===== src/rtl/ps2_rx_fifo.sv =====
// PS/2 device-to-host receiver: pin synchronisers, 11-bit frame deserialiser
// with start/stop/odd-parity checking, and a scan-code FIFO with ready/nextdata_n pop.
module ps2_rx_fifo #(
  parameter int unsigned ADDR_W  = 3,
  parameter logic [15:0] TIMEOUT = 16'd50000
) (
  input  logic              clk,
  input  logic              clr,
  input  logic              ps2_clk,
  input  logic              ps2_data,
  input  logic              nextdata_n,
  output logic [7:0]        data,
  output logic              ready,
  output logic              overflow,
  output logic              sampling,
  output logic              frame_err,
  output logic [ADDR_W:0]   count
);

  localparam int unsigned   DEPTH    = 2 ** ADDR_W;
  localparam logic [ADDR_W:0] FULL_CNT = DEPTH[ADDR_W:0];

  logic              s0, s1, s2, d0, d1;
  logic              fall;
  logic [3:0]        bit_cnt;
  logic [10:0]       shreg;
  logic [10:0]       frm;
  logic [15:0]       tcnt;
  logic              stop_edge, good, push, pop, full, wr_en;
  logic [7:0]        mem [DEPTH];
  logic [ADDR_W-1:0] wr_ptr, rd_ptr;

  // Synchronisers idle high, matching an undriven PS/2 bus
  always_ff @(posedge clk or posedge clr) begin
    if (clr) begin
      s0 <= 1'b1; s1 <= 1'b1; s2 <= 1'b1;
      d0 <= 1'b1; d1 <= 1'b1;
    end else begin
      s0 <= ps2_clk;  s1 <= s0; s2 <= s1;
      d0 <= ps2_data; d1 <= d0;
    end
  end

  assign fall     = s2 & ~s1;
  assign sampling = fall;

  // The stop bit is checked as it arrives, so frm overlays d1 at position 10
  always_comb begin
    frm     = shreg;
    frm[10] = d1;
  end

  assign stop_edge = fall && (bit_cnt == 4'd10);
  assign good      = ~frm[0] & frm[10] & (^frm[9:1]);
  assign frame_err = stop_edge & ~good;
  assign push      = stop_edge & good;

  always_ff @(posedge clk or posedge clr) begin
    if (clr) begin
      bit_cnt <= '0;
      shreg   <= '0;
      tcnt    <= '0;
    end else if (fall) begin
      for (int unsigned i = 0; i < 11; i++) begin
        if (bit_cnt == i[3:0]) shreg[i] <= d1;
      end
      bit_cnt <= (bit_cnt == 4'd10) ? 4'd0 : bit_cnt + 4'd1;
      tcnt    <= '0;
    end else if (bit_cnt == 4'd0) begin
      tcnt <= '0;
    end else if (tcnt == TIMEOUT) begin
      tcnt    <= '0;
      bit_cnt <= '0;
    end else begin
      tcnt <= tcnt + 16'd1;
    end
  end

  assign ready = (count != '0);
  assign full  = (count == FULL_CNT);
  assign pop   = ready & ~nextdata_n;
  // A pop in the same cycle frees the slot a full FIFO needs for the push
  assign wr_en = push & (~full | pop);
  assign data  = mem[rd_ptr];

  always_ff @(posedge clk or posedge clr) begin
    if (clr) begin
      for (int unsigned i = 0; i < DEPTH; i++) mem[i] <= '0;
      wr_ptr   <= '0;
      rd_ptr   <= '0;
      count    <= '0;
      overflow <= 1'b0;
    end else begin
      if (wr_en) begin
        mem[wr_ptr] <= frm[8:1];
        wr_ptr      <= wr_ptr + 1'b1;
      end
      if (pop) rd_ptr <= rd_ptr + 1'b1;
      if (push && full && !pop) overflow <= 1'b1;
      case ({wr_en, pop})
        2'b10:   count <= count + 1'b1;
        2'b01:   count <= count - 1'b1;
        default: count <= count;
      endcase
    end
  end

endmodule


===== config.mk =====
export PLATFORM = sky130hd
export DESIGN_NAME = ps2_rx_fifo
export DESIGN_NICKNAME = d
export VERILOG_FILES = /design/src/rtl/ps2_rx_fifo.sv
export SDC_FILE = /design/constraint.sdc
export NUM_CORES = 1
export LEC_CHECK = 0
export CAP_MARGIN = 20
export CORE_ASPECT_RATIO = 0.9
export CORE_MARGIN = 2
export CORE_UTILIZATION = 55
export CTS_BUF_LIST = sky130_fd_sc_hd__clkbuf_8
export CTS_CLUSTER_DIAMETER = 100
export DETAILED_ROUTE_END_ITERATION = 8
export GPL_TIMING_DRIVEN = 0
export PLACE_DENSITY = 0.84
export SYNTH_ARGS = -nofsm -noshare
export SYNTH_HDL_FRONTEND = slang
export SYNTH_SLANG_ARGS = --single-unit

===== constraint.sdc =====
create_clock -name clk -period 3.4 [get_ports clk]
set_input_delay 0.34 -clock clk [delete_from_list [all_inputs] [get_ports clk]]
set_output_delay 0.34 -clock clk [all_outputs]
set_load 0.01 [all_outputs]

== Word-level counts from Yosys, hierarchy flattened ==
Index checks and enable logic that the tools add are counted.

* Register bits: 110
* Output and inout port bits: 16

* Add/subtract/negate cells: 6
* Equality and inequality tests: 15
* Mux-type cells: 14
* Bitwise gates (word level): 15
* Magnitude comparators: 3
* Reductions and logical operators: 21

{| class="wikitable"
|+ Operators with widths
! operator !! count
|-
| 64-bit bitwise mux || 1
|-
| 16-bit 2-to-1 mux || 3
|-
| 8-bit binary-select mux with 3-bit select || 1
|-
| 8-bit demux with 3-bit select || 1
|-
| 8-bit 2-to-1 mux || 3
|-
| 2-bit AND reduction || 11
|-
| 16-bit by 1-bit adder with 16-bit output (second input constant) || 1
|-
| 16-bit == test (second input constant) || 1
|-
| 4-bit by 3-bit == test with 1-bit output (second input constant) || 4
|-
| 4-bit == test (second input constant) || 4
|-
| 4-bit 2-to-1 mux || 4
|-
| 9-bit parity || 1
|-
| 4-bit by 1-bit adder with 4-bit output (second input constant) || 2
|-
| 4-bit by 2-bit == test with 1-bit output (second input constant) || 2
|-
| 4-bit >= comparator (second input constant) || 2
|-
| 3-bit inverter with 4-bit output || 2
|-
| 4-bit one-hot mux with 2 select lines || 1
|-
| 1-bit AND || 7
|-
| 3-bit by 1-bit adder with 3-bit output (second input constant) || 2
|-
| 1-bit inverter || 5
|-
| 4-bit by 1-bit == test with 1-bit output (second input constant) || 1
|-
| 1-bit logical AND || 4
|-
| 4-bit logical NOT || 1
|-
| 4-bit by 1-bit < comparator with 1-bit output (second input constant) || 1
|-
| 8 further kinds || 9
|}

== Depth between registers and ports, before layout ==
Gate-level depths: netlist of run 1.

* Word-level depth: 7
* Mapped depth: 13
* Mapped depth without buffers: 12

== Least setup slack after synthesis of run 1 ==
OpenSTA, ideal clock, no wires.

* Path type: reg2reg
* Start point: register s2
* End point: register count[2]
* Clock period less this slack: 2907 ps
* Setup time: 129 ps
* Buffers on the path: 1
* Stages on the path, launching flop included: 14
* Arrival: 2778 ps
* Path slack: 493 ps
* Cells stage by stage: dfstp_2 -> nand2b_1 -> clkbuf_1 -> nor2_1 -> nand4_1 -> nor2_1 -> inv_1 -> ha_1 -> xor2_1 -> ha_1 -> a21oi_1 -> xor2_1 -> nor2_1 -> xor2_1

* Longest elaborated chain between the ends: 6
* Elaborated cells on any way between the ends: 8
* Classes of those cells: eq/ne: 2; mux: 1; bitwise: 3; reduce/logical: 2

{| class="wikitable"
|+ RTL lines
! element !! RTL line !! text
|-
| start, declared || 23 || <nowiki>logic s0, s1, s2, d0, d1;</nowiki>
|-
| start signal, assigned || 36 || <nowiki>s0 <= 1'b1; s1 <= 1'b1; s2 <= 1'b1;</nowiki>
|-
| start signal, assigned || 39 || <nowiki>s0 <= ps2_clk; s1 <= s0; s2 <= s1;</nowiki>
|-
| 1-bit AND (*) || 44 || <nowiki>assign fall = s2 & ~s1;</nowiki>
|-
| 1-bit logical AND (*) || 53 || <nowiki>assign stop_edge = fall && (bit_cnt == 4'd10);</nowiki>
|-
| 1-bit AND (*) || 56 || <nowiki>assign push = stop_edge & good;</nowiki>
|-
| 1-bit AND (*) || 83 || <nowiki>assign wr_en = push & (~full | pop);</nowiki>
|-
| 2-bit by 1-bit == test with 1-bit output / 2-bit == test (equally long branches) || 100 || <nowiki>case ({wr_en, pop})</nowiki>
|-
| 4-bit one-hot mux with 2 select lines / 2-bit nonzero test (equally long branches) || -- ||
|-
| end signal, assigned || 101 || <nowiki>2'b10: count <= count + 1'b1;</nowiki>
|-
| end signal, assigned || 102 || <nowiki>2'b01: count <= count - 1'b1;</nowiki>
|-
| end signal, assigned || 103 || <nowiki>default: count <= count;</nowiki>
|-
| end, declared || 17 || <nowiki>output logic [ADDR_W:0] count</nowiki>
|}

Every way passes the cells marked *; elsewhere a longest branch is shown, timed or not.
A chain may end at the register's enable or synchronous reset.

== Final worst setup path of run 1 ==
* Start point: register shreg[4]
* End point: register count[2]

* Longest elaborated chain between the ends: 6
* Elaborated cells on any way between the ends: 8
* Classes of those cells: eq/ne: 2; mux: 1; bitwise: 3; reduce/logical: 2

{| class="wikitable"
|+ RTL lines
! element !! RTL line !! text
|-
| start, declared || 26 || <nowiki>logic [10:0] shreg;</nowiki>
|-
| start signal, assigned || 61 || <nowiki>shreg <= '0;</nowiki>
|-
| start signal, assigned by index || 65 || <nowiki>if (bit_cnt == i[3:0]) shreg[i] <= d1;</nowiki>
|-
| 9-bit parity (*) || 54 || <nowiki>assign good = ~frm[0] & frm[10] & (^frm[9:1]);</nowiki>
|-
| 1-bit AND (*) || 54 ||
|-
| 1-bit AND (*) || 56 ||
|-
| 1-bit AND (*) || 83 ||
|-
| 2-bit by 1-bit == test with 1-bit output / 2-bit == test (equally long branches) || 100 ||
|-
| 4-bit one-hot mux with 2 select lines / 2-bit nonzero test (equally long branches) || -- ||
|}

Marked as above.

==> impl_metrics.csv, run 1 <==
group,metric,value,unit
logic_synthesis,synth_edf_count,0,
grt,grt_pass1_vias,3311,
finish,multi_input_area,2420,um2
pwr,p_per_area,652,nW/um2
logic_synthesis,synth.avg_cell_area,13.6,um2
clock_tree,htree_levels,3,
place,hpwlAfterDp,6.70,mm
logic_synthesis,postSynthCellCount,393,
place,placed_cells,540,
hold_path,min_to,"d0$_DFF_PP1_",
logic_synthesis,yosysTopAreaCellShare,0.490,
clock_tree,cts_tree,"built",
finish,fin_cells,558,
clock_tree,cts_hold_buffers,0,
hold_path,hold_depth,1,
sta,grt_setup_unrepaired,"no",
grt,track_usage,0.209,
sta,timing.hold.ws,0.360,ns
status,status,"completed",
logic_synthesis,yosysSeqAreaShare,0.515,
worst_setup_path,arrival,3.47,ns
grt,antenna_found_initial,0,
job,drv_cap,0,
floorplan,die_area,10500,um2
logic_synthesis,synth-compound-area-share,0.0215,
floorplan,fp-row-count,34,
worst_setup_path,rr_worst_depth,13,
worst_setup_path,crit_required,3.67,ns
sta,maxSlewViolCount,0,
grt,grt-ovfl-total,0,
clock_tree,cts_buffers,9,
pwr,leakage,2.78,nW
clock_tree,clock_latency,0.38,ns
logic_synthesis,synthXorXnorAreaFrac,0.0551,
hold_path,worstHoldPathType,"primary input to flop",
sta,hold_viol,0,
finish,ff_latch_area,2760,um2
place,place_congestion,0.828,
logic_synthesis,ys_seq_elements,110,
logic_synthesis,yosysTopAreaCell,"dfrtp_1",
sta,clock_skew,0.0143,ns
route,vias,3207,
sta,worstMarginPinSlew,0.782,ns
sta,max_slew_margin,0.475,
logic_synthesis,synthAdderAreaFrac,0.0163,
pwr,irDropWorstVdd,1.01,mV
logic_synthesis,ys_top_cells_by_area,"dfrtp_1 (49%), mux2_2 (16%), mux4_2 (6.7%)",
worst_setup_path,endpoint_kind,"flop",
grt,grt_max_degree,60,
finish,utilization,0.621,
logic_synthesis,ys_types,45,
finish,area_growth,11.0,%
finish,fin_nets,439,
worst_setup_path,reg2reg_from,"shreg[4]$_DFFE_PP0P_",
clock_tree,clk_pin_slew_worst_paths,0.11,ns
logic_synthesis,syn_nets,405,
worst_setup_path,start_kind,"flop",
grt,grt_pass1_wl,16.8,mm
sta,fin_crit_sh,0.941,
floorplan,die_width,108,um
sta,max_freq,0.312,GHz
logic_synthesis,synth_top_cells_by_count,"dfrtp_1 (105), mux2_2 (77), nand2_1 (23), nor2_1 (21), xor2_1 (20)",
logic_synthesis,synth-simple-area-share,0.106,
logic_synthesis,synth-main-ff-cell,"dfrtp_1",
route,ant_nets,0,
route,via_per_inst,5.75,
sta,setup_viol,0,
logic_synthesis,synth.area.mux_share,0.253,
clock_tree,root_buffer,"clkbuf_8",
logic_synthesis,ys_async_sr_fraction,1.00,
floorplan,fp.coreArea,9570,um2
sta,setup-tns-final,0,ns
floorplan,die_y,97.6,um
logic_synthesis,synth_top_family_by_area,"multiplexers",
worst_setup_path,crit_type,"flop to flop",
route,wl_per_cell,17.9,um
worst_setup_path,reg2reg_slack,0.20,ns
finish,diodes,0,
route,drt-pass1-iter-count,4,
route,wl,10.0,mm
clock_tree,clock_path_buffers,2,
hold_path,min_from,"ps2_data",
finish,fillers,704,
sta,layout_min_cycle_time,3.20,ns
logic_synthesis,synth_area,5360,um2
worst_setup_path,cp_max_fo,10,
floorplan,pin_count,21,
route,drt_iter0_markers,130,
floorplan,start_util,0.560,
route,drc,0,
finish,drive_gt1_frac,0.345,
clock_tree,cts_sinks,110,
worst_setup_path,timing.rr.end,"count[2]$_DFFE_PP0P_",
logic_synthesis,yosysMostFrequentCell,"dfrtp_1",
logic_synthesis,ys_warn_count,0,
place,portBuffers,20,
## layout make-up
class | instances | area share
timing repair buffer | 24 | 0.0421
clock inverter | 7 | 0.00947
buffer | 20 | 0.0240
sequential | 110 | 0.464
inverter | 9 | 0.00610
tap | 126 | 0.0265
clock buffer | 9 | 0.0208
multi-input combinational | 253 | 0.407
## state kept, by name (all words and copies together) (netlist names)
| register | flops |
|---|---|
| bit_cnt | 4 |
| count | 4 |
| d0 | 1 |
| d1 | 1 |
| mem | 64 |
| overflow | 1 |
| rd_ptr | 3 |
| s0 | 1 |
| s1 | 1 |
| s2 | 1 |
| shreg | 10 |
| tcnt | 16 |
| wr_ptr | 3 |
## power by group
group	leakage, nW	switching [mW]	internal [mW]
Sequential	1.48	0.120	1.44
Clock	0.0959	0.465	0.277
Combinational	1.20	0.904	0.666
Total	2.78	1.49	2.39
## how the worst max path moves through the flow
stage                          from                endpoint  slack, ns  cells after the start
2_1_floorplan                   clr  bit_cnt[0]$_DFFE_PP0P_       0.17                      1
3_3_place_gp                    clr     mem[63]$_DFFE_PP0P_      -1.24                      2
3_5_place_dp           s2$_DFF_PP1_    count[2]$_DFFE_PP0P_       0.07                     13
4_1_cts                s2$_DFF_PP1_    count[2]$_DFFE_PP0P_       0.06                     13
5_1_grt        shreg[4]$_DFFE_PP0P_    count[2]$_DFFE_PP0P_      0.009                     13
6_report       shreg[4]$_DFFE_PP0P_    count[2]$_DFFE_PP0P_       0.20                     13
## metrics by stage
step	worst slack (ns)	instance area, um2	power (mW)
detailed placement	0.0735	5750	3.16
global route	0.00891	5950	4.09
finish	0.199	5950	3.88
floorplan	0.166	5360	2.82
CTS	0.0552	5930	3.91
global placement	-1.24	5720	3.11
## critical path: stages (launching register included)
cell     delay, ns
dfrtp_1       0.39
buf_6         0.14
xor2_1        0.25
xnor3_2       0.54
xnor2_4       0.40
nor2_1        0.18
inv_1         0.11
ha_1          0.26
xor2_1        0.11
ha_1          0.18
a21oi_1       0.16
xor2_1        0.16
nor2_1        0.06
xor2_1        0.14
## repair_timing
action,4_1_cts,5_1_grt
pin swaps,0,2
gates resized for setup,3,0
buffers inserted,0,3
cloned,0,0
endpoints found under the setup margin,8,2
## logic make-up (layout without fill, tap and decap cells)
family,after synthesis,after routing
multiplexers,102,102
AO/OA/AOI/OAI,20,20
buffers and inverters,30,69
AND/OR/NAND/NOR,95,95
XOR/XNOR,29,29
flip-flops,110,110
adder cells (fa/ha/maj),7,7
## metal layers
metal / share of wire / vias to the layer above / routed length (um) / GRT usage
li1: - / 1477 / - / -
met1: 0.47 / 1655 / 4660 / 0.301
met2: 0.49 / 60 / 4860 / 0.327
met3: 0.029 / 15 / 293 / 0.0309
met4: 0.020 / 0 / 199 / 0.0740
met5: 0 / - / 0 / 0
## layout by cell type (no fill, tap or decap), types with 8 or more instances in the layout
master	count
clkbuf_8	12
clkdlybuf4s50_1	20
dfrtp_1	105
inv_1	8
mux2_2	77
mux2_4	8
mux4_2	16
nand2_1	23
nand3_1	8
nor2_1	21
xor2_1	20
Power figures use the tool's default switching activity.
==> run 2: changes to the inputs <==
- PLACE_DENSITY: 0.84 -> unset
- PLACE_DENSITY_LB_ADDON: unset -> 0.3
==> impl_metrics.csv, run 2 (synthesis gave the netlist of run 1 again) <==
group,metric,value,unit
status,status,"completed",
pwr,leakage,2.79,nW
worst_setup_path,slowest_stage,"mux4_2",
place,dp_worst_setup_slack,0.113,ns
clock_tree,cts_sinks,110,
worst_setup_path,start_kind,"flop",
route,vias,3194,
worst_setup_path,crit_buf_inv,3,
sta,setup_viol,0,
floorplan,die_y,97.6,um
clock_tree,cts_buffers,9,
sta,hold_viol,0,
route,drc,0,
sta,maxSlewViolCount,0,
clock_tree,cts_tree,"built",
sta,layout_min_cycle_time,3.14,ns
sta,clock_skew,0.0117,ns
grt,grt_pass1_wl,16.6,mm
finish,largest_register,"mem",
finish,mostFrequentLayoutCell,"dfrtp_1",
finish,fin_nets,442,
floorplan,die_area,10500,um2
worst_setup_path,critPathMaxStageDelay,0.57,ns
worst_setup_path,cp_cell_sequence,"clkbuf_2 -> clkbuf_2 -> mux4_2 -> mux2_2 -> clkdlybuf4s50_1",
sta,setup-tns-final,0,ns
sta,max_slew_margin,0.488,
worst_setup_path,endpoint_kind,"output pin",
worst_setup_path,cp_max_fo,10,
grt,track_usage,0.206,
floorplan,die_width,108,um
sta,grt_setup_unrepaired,"no",
sta,max_freq,0.318,GHz
pwr,irDropWorstVdd,0.462,mV
route,drt-pass1-iter-count,4,
finish,top_regs,"mem: 64 flops, tcnt: 16 flops, shreg: 10 flops",
clock_tree,htree_levels,3,
finish,largest_register_ffs,64,
route,wl_per_cell,17.8,um
floorplan,pin_count,21,
floorplan,fp.coreArea,9570,um2
sta,worstMarginPinSlew,0.762,ns
place,portBuffers,20,
finish,area_growth,11.9,%
place,place_congestion,0.788,
finish,utilization,0.626,
place,hpwlAfterDp,6.55,mm
worst_setup_path,arrival,2.80,ns
grt,antenna_found_initial,0,
clock_tree,clk_pin_slew_worst_paths,0.10,ns
clock_tree,root_buffer,"clkbuf_8",
grt,grt-ovfl-total,0,
route,ant_nets,0,
finish,diodes,0,
worst_setup_path,cpLargestDelayFamily,"buffers and inverters",
sta,finalWorstSetupSlack,0.258,ns
pwr,p_per_area,698,nW/um2
worst_setup_path,cp_common_cell,"clkbuf_2",
route,via_per_inst,5.69,
sta,fin_crit_sh,0.924,
floorplan,start_util,0.560,
grt,grt_max_degree,60,
sta,timing.hold.ws,0.362,ns
grt,grt_pass1_vias,3269,
floorplan,fp-row-count,34,
hold_path,worstHoldPathType,"flop to flop",
finish,drive_gt1_frac,0.347,
worst_setup_path,crit_required,3.06,ns
worst_setup_path,crit_type,"flop to output pin",
clock_tree,clock_path_buffers,2,
finish,final_cell_mix,"dfrtp_1 (105), mux2_2 (77), nand2_1 (23), nor2_1 (21)",
job,drv_cap,0,
route,drt_iter0_markers,129,
clock_tree,clock_latency,0.37,ns
route,wl,9.96,mm
-- run 2: metrics by stage --
step                power, mW  cells  area (um2)
floorplan                2.82    393        5360
global placement         3.12    539        5720
detailed placement       3.18    540        5750
CTS                      4.02    556        5960
global route             4.42    561        5990
finish                   4.19    561        5990
-- run 2: metal layers --
metal	part of all wire	GRT usage
met2	0.48	0.316
met3	0.037	0.0416
met1	0.47	0.296
met5	0	0
met4	0.017	0.0680
-- run 2: layout make-up --
class                      instances  area (um2)
clock buffer                      10         138
timing repair buffer              26         265
sequential                       110        2760
multi-input combinational        253        2420
clock inverter                     6        68.8
inverter                           9        36.3
tap                              126         158
fill                             732        3580
buffer                            21         146
-- run 2: path summary, 6_finish.rpt --
check | start | slack, ns | cells after the start | end
max in group asynchronous | clr | 2.28 | 3 | mem[56]$_DFFE_PP0P_
setup / recovery | rd_ptr[0]$_DFFE_PP0P_ | 0.26 | 5 | data[6]
hold / removal | s0$_DFF_PP1_ | 0.36 | 0 | s1$_DFF_PP1_
min in group asynchronous | clr | 0.41 | 2 | mem[14]$_DFFE_PP0P_
hold reg to reg | s0$_DFF_PP1_ | 0.36 | 0 | s1$_DFF_PP1_
setup reg to reg | shreg[8]$_DFFE_PP0P_ | 0.29 | 13 | count[2]$_DFFE_PP0P_
-- run 2: worst register-to-register path, cell delays in order, from the launching register on --
cell and delay, ns:
dfrtp_1 0.38, clkbuf_8 0.16, xnor2_1 0.25, xnor3_2 0.46
xnor2_4 0.21, nor2_1 0.27, inv_1 0.10, ha_1 0.27
xor2_1 0.17, ha_1 0.18, a21oi_1 0.16, xor2_1 0.18
nor2_1 0.07, xor2_1 0.14
-- run 2: what timing repair did --
item,CTS,global route
pin swaps,0,2
buffers inserted,0,5
setup endpoints to repair,8,2
gates resized for setup,3,0
endpoints found under the hold margin,0,0
hold buffers,0,0
gates cloned,0,0
-- run 2: where the power goes --
part	switching (mW)	internal, mW	total (mW)	leakage [nW]
Combinational	0.990	0.833	1.82	1.21
Sequential	0.105	1.44	1.55	1.48
Clock	0.449	0.365	0.814	0.103
